File: config.mk
export PLATFORM = sky130hd
export DESIGN_NAME = reg_writeback
export DESIGN_NICKNAME = d
export VERILOG_FILES = /design/src/rtl/y86_pkg.sv /design/src/rtl/wb_dst_sel.sv /design/src/rtl/reg_writeback.sv
export SDC_FILE = /design/constraint.sdc
export NUM_CORES = 2
export LEC_CHECK = 0
export CAP_MARGIN = 25
export CORE_AREA = 2 2 435 437
export DETAILED_ROUTE_END_ITERATION = 10
export DIE_AREA = 0 0 437 439
export PLACE_DENSITY_LB_ADDON = 0.2
export SETUP_SLACK_MARGIN = 0.1
export SLEW_MARGIN = 30
export SYNTH_ARGS = -nofsm -noshare
export SYNTH_HDL_FRONTEND = slang
export SYNTH_SLANG_ARGS = --single-unit
export TNS_END_PERCENT = 20
File: constraint.sdc
create_clock -name clk -period 51.1 [get_ports clk]
set_input_delay 15.33 -clock clk [delete_from_list [all_inputs] [get_ports clk]]
set_output_delay 15.33 -clock clk [all_outputs]
set_load 0.02 [all_outputs]
File: src/rtl/y86_pkg.sv
// Shared Y86-64 definitions: instruction codes, status codes, register indices and write-back state.
// Register-file geometry (NREG, SP_IDX, SP_RESET) lives here so decode and write-back agree.
package y86_pkg;

   typedef logic [63:0] word_t;

   localparam logic [3:0] IHALT   = 4'd0;
   localparam logic [3:0] INOP    = 4'd1;
   localparam logic [3:0] ICMOVXX = 4'd2;
   localparam logic [3:0] IIRMOVQ = 4'd3;
   localparam logic [3:0] IRMMOVQ = 4'd4;
   localparam logic [3:0] IMRMOVQ = 4'd5;
   localparam logic [3:0] IOPQ    = 4'd6;
   localparam logic [3:0] IJXX    = 4'd7;
   localparam logic [3:0] ICALL   = 4'd8;
   localparam logic [3:0] IRET    = 4'd9;
   localparam logic [3:0] IPUSHQ  = 4'd10;
   localparam logic [3:0] IPOPQ   = 4'd11;

   localparam logic [2:0] SAOK = 3'd1;
   localparam logic [2:0] SHLT = 3'd2;
   localparam logic [2:0] SADR = 3'd3;
   localparam logic [2:0] SINS = 3'd4;

   localparam logic [3:0] RNONE    = 4'hF;
   localparam logic [3:0] SP_IDX   = 4'd14;
   localparam word_t      SP_RESET = 64'h0000_0000_0000_0200;
   localparam int         NREG     = 15;

   typedef enum logic [1:0] {
      RUN  = 2'd0,
      HALT = 2'd1,
      ERR  = 2'd2
   } wb_state_t;

endpackage

File: src/rtl/wb_dst_sel.sv
// Destination-register selection for write-back: maps icode/rA/rB/cnd to dstE and dstM.
// Purely combinational (zero latency), no handshake; shared with the pipelined core.
module wb_dst_sel
   import y86_pkg::*;
(
   input  logic [3:0] icode,
   input  logic [3:0] ra,
   input  logic [3:0] rb,
   input  logic       cnd,
   output logic [3:0] dst_e,
   output logic [3:0] dst_m
);

   always_comb begin
      dst_e = RNONE;
      dst_m = RNONE;
      case (icode)
         ICMOVXX:                      dst_e = cnd ? rb : RNONE;
         IIRMOVQ, IOPQ:                dst_e = rb;
         ICALL, IRET, IPUSHQ, IPOPQ:   dst_e = SP_IDX;
         default:                      dst_e = RNONE;
      endcase
      if (icode == IMRMOVQ || icode == IPOPQ)
         dst_m = ra;
   end

endmodule

File: src/rtl/reg_writeback.sv
// Y86-64 write-back stage + register file; writes visible on regmem* one cycle after the edge.
// wb_ready drops permanently on halt/error until rst. Optional retire counter: WB_RETIRE_CNT_EN.
module reg_writeback
   import y86_pkg::*;
(
   input  logic       clk,
   input  logic       rst,
   input  logic       wb_valid,
   input  logic [3:0] icode,
   input  logic [3:0] rA,
   input  logic [3:0] rB,
   input  logic       cnd,
   input  word_t      valE,
   input  word_t      valM,
   input  logic       dmem_err,
   output word_t      regmem0,
   output word_t      regmem1,
   output word_t      regmem2,
   output word_t      regmem3,
   output word_t      regmem4,
   output word_t      regmem5,
   output word_t      regmem6,
   output word_t      regmem7,
   output word_t      regmem8,
   output word_t      regmem9,
   output word_t      regmem10,
   output word_t      regmem11,
   output word_t      regmem12,
   output word_t      regmem13,
   output word_t      regmem14,
   output logic [2:0] stat,
`ifdef WB_RETIRE_CNT_EN
   output word_t      retired_cnt,
`endif
   output logic       wb_ready
);

   wb_state_t  state_q, next_state;
   logic [2:0] stat_q, next_stat;
   logic       commit;
   logic [3:0] dst_e, dst_m;
   word_t      rf [NREG];

   wb_dst_sel u_dst_sel (
      .icode (icode),
      .ra    (rA),
      .rb    (rB),
      .cnd   (cnd),
      .dst_e (dst_e),
      .dst_m (dst_m)
   );

   always_ff @(posedge clk or posedge rst) begin
      if (rst) begin
         state_q <= RUN;
         stat_q  <= SAOK;
      end else begin
         state_q <= next_state;
         stat_q  <= next_stat;
      end
   end

   // Faulting instructions change status but never commit register results.
   always_comb begin
      next_state = state_q;
      next_stat  = stat_q;
      commit     = 1'b0;
      if (state_q == RUN && wb_valid) begin
         if (dmem_err) begin
            next_state = ERR;
            next_stat  = SADR;
         end else if (icode > IPOPQ) begin
            next_state = ERR;
            next_stat  = SINS;
         end else begin
            commit = 1'b1;
            if (icode == IHALT) begin
               next_state = HALT;
               next_stat  = SHLT;
            end
         end
      end
   end

   // dstM is written last so it wins when both ports target the same register.
   always_ff @(posedge clk or posedge rst) begin
      if (rst) begin
         for (int i = 0; i < NREG; i++)
            rf[i] <= (i == int'(SP_IDX)) ? SP_RESET : '0;
      end else if (commit) begin
         if (int'(dst_e) < NREG)
            rf[dst_e] <= valE;
         if (int'(dst_m) < NREG)
            rf[dst_m] <= valM;
      end
   end

`ifdef WB_RETIRE_CNT_EN
   word_t cnt_q;

   always_ff @(posedge clk or posedge rst) begin
      if (rst)
         cnt_q <= '0;
      else if (commit)
         cnt_q <= cnt_q + 64'd1;
   end

   assign retired_cnt = cnt_q;
`endif

   assign stat     = stat_q;
   assign wb_ready = (state_q == RUN);

   assign regmem0  = rf[0];
   assign regmem1  = rf[1];
   assign regmem2  = rf[2];
   assign regmem3  = rf[3];
   assign regmem4  = rf[4];
   assign regmem5  = rf[5];
   assign regmem6  = rf[6];
   assign regmem7  = rf[7];
   assign regmem8  = rf[8];
   assign regmem9  = rf[9];
   assign regmem10 = rf[10];
   assign regmem11 = rf[11];
   assign regmem12 = rf[12];
   assign regmem13 = rf[13];
   assign regmem14 = rf[14];

endmodule

# Word-level counts from Yosys, hierarchy flattened
# Index checks and enable logic that the tools add are counted.
# Widths: inputs -> output; s select.
[classes] n_addsub=0 n_mul=0 n_reduce_logical=10 shift=0 n_div=0 bitwise_logic=2 muxes=21 n_eq_ne=8 magnitude_cmp=7
[ops] cell="$mux 960" count=3
[ops] cell="$bwmux 960" count=2
[ops] cell="$demux 64 s4" count=2
[ops] cell="$mux 64" count=2
[ops] cell="$eq 4x4->1 const B" count=4
[ops] cell="$pmux 4 s3" count=1
[ops] cell="$ge 5x5->1 const B" count=2
[ops] cell="$lt 5x1->1 const B" count=2
[ops] cell="$not 4->5" count=2
[ops] cell="$mux 3" count=3
[ops] cell="$eq 4x2->1 const B" count=2
[ops] cell="$eq 4x3->1 const B" count=2
[ops] cell="$lt 4x4->1 const B" count=2
[ops] cell="$mux 4" count=2
[ops] cell="$mux 2" count=3
[ops] cell="$gt 4x4->1 const B" count=1
[ops] cell="$logic_not 4->1" count=1
[ops] cell="$reduce_or 4->1" count=1
[ops] cell="$logic_and 1x1->1" count=3
[ops] cell="$mux 1" count=3
[ops] cell="$reduce_bool 3->1" count=1
[ops] cell="$logic_not 2->1" count=1
[ops] cell="$reduce_and 2->1" count=1
[ops] cell="$reduce_or 2->1" count=1
[ops] cell="$logic_or 1x1->1" count=1
[word_totals] reg_bits=965 romBits=0 wordCells=65 ram_bits=0 latch_bits=0 output_inout_bits=964 mem_count=0

# Longest topological paths before layout
[logic_depth] ltp_word=13 ltp_mapped=11 ltp_nobuf=5

# Cells and area by module
# A second synthesis with hierarchy kept.
[hier_totals] cells_unflattened=3630 hier_area_um2=42313.1
[by_module_without_submodules] module="reg_writeback" area_each_um2=42179.2 instances=1 cells_each=3610 seq_area_each_um2=24150.7
[by_module_without_submodules] module="wb_dst_sel" area_each_um2=133.9 instances=1 cells_each=20 seq_area_each_um2=0.0

# Least setup slack after synthesis
# No wires, ideal clock.
[synth_path] kind="input to register" start="input icode[1]" end="register rf (netlist bit regmem12[0])" setup_ns=0.127 path_slack_ns=33.991 path_stages=8 arrival_ns=16.982 cell_sequence="buf_2 and4bb_1 buf_2 o2111ai_2 a21oi_2 buf_2 buf_4 a31oi_1"
[synth_between] elab_chain_cells=13 elab_cells_between_ends=36 cone_classes="order compare: 7; eq/ne: 8; mux: 14; bitwise: 2; reduce/logical: 5"
[synth_rtl] element="start: declaration" line_no="reg_writeback.sv:9" rtl="input logic [3:0] icode,"
[synth_rtl] element="$eq 4x4->1 (tied with other cells)" line_no="wb_dst_sel.sv:17" rtl="case (icode)"
[synth_rtl] element="$reduce_or 4->1 / $reduce_or 2->1 (equally long branches)" line_no="wb_dst_sel.sv:17"
[synth_rtl] element="$pmux 4 s3" line_no="wb_dst_sel.sv:17"
[synth_rtl] element="$not 4->5 (implied by the code)" line_no="reg_writeback.sv:92" rtl="rf[dst_e] <= valE;"
[synth_rtl] element="$ge 5x5->1 (implied by the code) / $lt 5x1->1 (equally long branches)" line_no="reg_writeback.sv:92"
[synth_rtl] element="$logic_and 1x1->1 (implied by the code)" line_no="reg_writeback.sv:92"
[synth_rtl] element="$mux 64 (implied by the code)" line_no="reg_writeback.sv:92"
[synth_rtl] element="$demux 64 s4" line_no="reg_writeback.sv:92"
[synth_rtl] element="$bwmux 960" line_no="reg_writeback.sv:92"
[synth_rtl] element="$mux 960" line_no="reg_writeback.sv:91" rtl="if (int'(dst_e) < NREG)"
[synth_rtl] element="$mux 960" line_no="reg_writeback.sv:90" rtl="end else if (commit) begin"
[synth_rtl] element="$bwmux 960" line_no="reg_writeback.sv:94" rtl="rf[dst_m] <= valM;"
[synth_rtl] element="$mux 960" line_no="reg_writeback.sv:93" rtl="if (int'(dst_m) < NREG)"
[synth_rtl] element="end signal: indexed assignment" line_no="reg_writeback.sv:89" rtl="rf[i] <= (i == int'(SP_IDX)) ? SP_RESET : '0;"
[synth_rtl] element="end signal: indexed assignment" line_no="reg_writeback.sv:92"
[synth_rtl] element="end signal: indexed assignment" line_no="reg_writeback.sv:94"
[synth_rtl] element="end: declaration" line_no="reg_writeback.sv:42" rtl="word_t rf [NREG];"
# Parallel ways exist; a longest one is shown, timed or not. The select of a mux whose other input is x is not followed.
# A chain may end at the register's enable or synchronous reset.

==> flow_summary.ini <==
[finish]
final_common_cell = clkdlybuf4s50_1
fillCellCount = 19200
area.growth.synth_to_final_pct = 40.3
fin_cells = 7689
drive_above_1_share_pct = 9.96
nets = 5234
seqCellArea_um2 = 24200
multi_input_area_um2 = 17100
final_cell_mix = 1077 x clkdlybuf4s50_1, 963 x dfrtp_1, 551 x nor2_1

[synth]
ys_async_sr_fraction_pct = 100
synth.avg_cell_area_um2 = 10.2
yosysTopAreaCell = dfrtp_1
synth_area_leaders = dfrtp_1 56%, o22ai_1 6.5%, nor2_1 4.8%, a21oi_1 4.4%, a2bb2oi_1 3.3%
synth-edff-count = 0
ys_seq_area_share_pct = 55.9
yosys_warnings = 0
synth_cells = 4247
yosysUniqueCellTypes = 65
synth-seq-cells = 965
syn-cell-area_um2 = 43200
syn_nets = 4392
synth_top_flop_cell = dfrtp_1
yosysTopAreaCellShare_pct = 55.8

[power_and_ir_drop]
power_leakage_nw = 25.3
finalPower_w = 0.00185
irDropWorstVdd_mv = 0.0290
power_per_cell_area_nw_per_um2 = 30.6

[cts]
ctsResizeCount = 0
cts_tree = yes
cts_max_level = 3
cts_buffers = 117
clockBufferDepth = 3
post_cts_buffers = 0
cts_sinks = 965
cts-root-buf = clkbuf_16
hold_buffers = 0
clock_latency_ns = 0.80
clkTransAtPathRegs_ns = 0.07

[placed_design]
gp_congestion = 0.828
dpl.hpwl_um = 188000
place_inst = 7461
io_buffer_count = 1108

[drt]
drc = 0
wl_um = 292000
via_per_inst = 5.60
via_count = 43100
drtPass1Iterations = 5
ant_nets = 0
drt_iter0_markers = 4459
wl_per_cell_um = 38.0

[worst_hold_path]
hold_path_class = register to register
hold-path-cell-count = 2

[global_routing]
grt_usage_pct = 29.3
grt_max_degree = 150
grt_pass1_wl_um = 389000
grt_pass1_vias = 41700
grt_overflow = 0
antenna_found_initial = 17

[die]
placementRows = 159
die-area_um2 = 192000
start_util_pct = 23.1
io_pins = 1109
die_y_um = 439
fp.dieW_um = 437
core-area_um2 = 187000

[job]
cap_violations = 0

[setup_path]
r2r_cells = 7
crit_type = input port to async pin
crit_fanout = 102
required_ns = 51.95
arrival_ns = 20.05
critPathLaunchType = input port
endpoint_kind = async pin

[sta]
rsz0062_at_grt = false
fin_tns_setup_ns = 0
finalSetupViolCount = 0
clock.fmax_mhz = 52.1
finalHoldViolCount = 0
slew_violations = 0
skew_ns = 0.0554
fin_crit_sh_pct = 37.6
worstMarginPinSlew_ns = 1.09
timing.slew.headroom_pct = 27.2
fin_crit_ns = 19.20

[outcome]
status = finished clean
## stage by stage
| stage | instance area (µm²) | utilization [%] | setup WS, ns | hold WS [ns] |
|---|---|---|---|---|
| global route | 60500 | 32.4 | 31.28 | 0.502 |
| global placement | 56500 | 30.2 | 30.63 | 0.461 |
| CTS | 60400 | 32.3 | 31.48 | 0.483 |
| floorplan | 43200 | - | 8.63 | 0.515 |
| finish | 60600 | 32.4 | 31.90 | 0.478 |
| detailed placement | 56500 | 30.2 | 30.62 | 0.470 |
## final timing paths
check                              from      endpoint  slack, ns
min                        regmem13[30]  regmem13[30]       0.48
min reg2reg                regmem13[30]  regmem13[30]       0.48
max in group clk               icode[3]   regmem2[26]      32.05
min in group asynchronous           rst  regmem13[47]      14.99
max                                 rst    regmem2[6]      31.90
max reg2reg                  state_q[1]   regmem2[26]      46.95
## Yosys cell counts (60+ instances only)
cell type and instances:
dfrtp_1 963, nor2_1 551, o22ai_1 448, a21oi_1 382, clkbuf_1 367, nand2_1 247
a2bb2oi_1 165, buf_2 120, o21a_1 99, o221a_2 99, o32a_1 74, o21ai_0 70
or3_1 67, a31oi_1 65, o21bai_1 65, nor3_1 61, mux2i_1 60
## worst max-delay path, stage by stage
cell and delay (ns):
clkdlybuf4s50_1 0.49, inv_8 0.48, buf_6 0.63, buf_4 0.66, buf_4 0.74, buf_4 0.64
buf_4 0.69
## where the power goes
part	internal, W	switching, W	total, W
clock network	0.000499	0.000376	0.000875
logic	0.0000572	0.000127	0.000185
registers	0.000780	0.0000114	0.000791
## sequential cells by signal (all words and copies together) (netlist names)
name and count:
regmem7 64, regmem11 64, regmem4 64, regmem0 64, stat 3, regmem2 64, regmem1 64, regmem14 64
regmem5 64, regmem9 64, regmem12 64, regmem6 64, regmem10 64, regmem13 64, state_q 2, regmem3 64
regmem8 64
## layer usage
| metal | GRT usage [%] | up-vias | part of all wire, % |
|---|---|---|---|
| li1 | - | 17500 | - |
| met1 | 35.8 | 22500 | 39 |
| met2 | 46.9 | 2488 | 46 |
| met3 | 7.11 | 622 | 8.1 |
| met4 | 17.5 | 8 | 7.0 |
| met5 | 0 | - | 0.016 |
## layout make-up
type / instances / share of cell area, %
flip-flops and latches: 965 / 39.9
diodes: 11 / 0.0455
clock inverters: 31 / 0.578
multi-input cells: 2739 / 28.2
inverters: 12 / 0.0868
well taps: 2495 / 5.15
clock buffers: 182 / 5.90
repair buffers: 1254 / 20.2
## cells by family after synthesis
| group | count (synthesis) | synth area share (%) |
|---|---|---|
| AND/OR/NAND/NOR | 1009 | 10.0 |
| multiplexers | 62 | 1.44 |
| flip-flops | 965 | 55.9 |
| buffers and inverters | 543 | 5.24 |
| AO/OA/AOI/OAI | 1668 | 27.4 |
(Power assumes the default switching activity.)
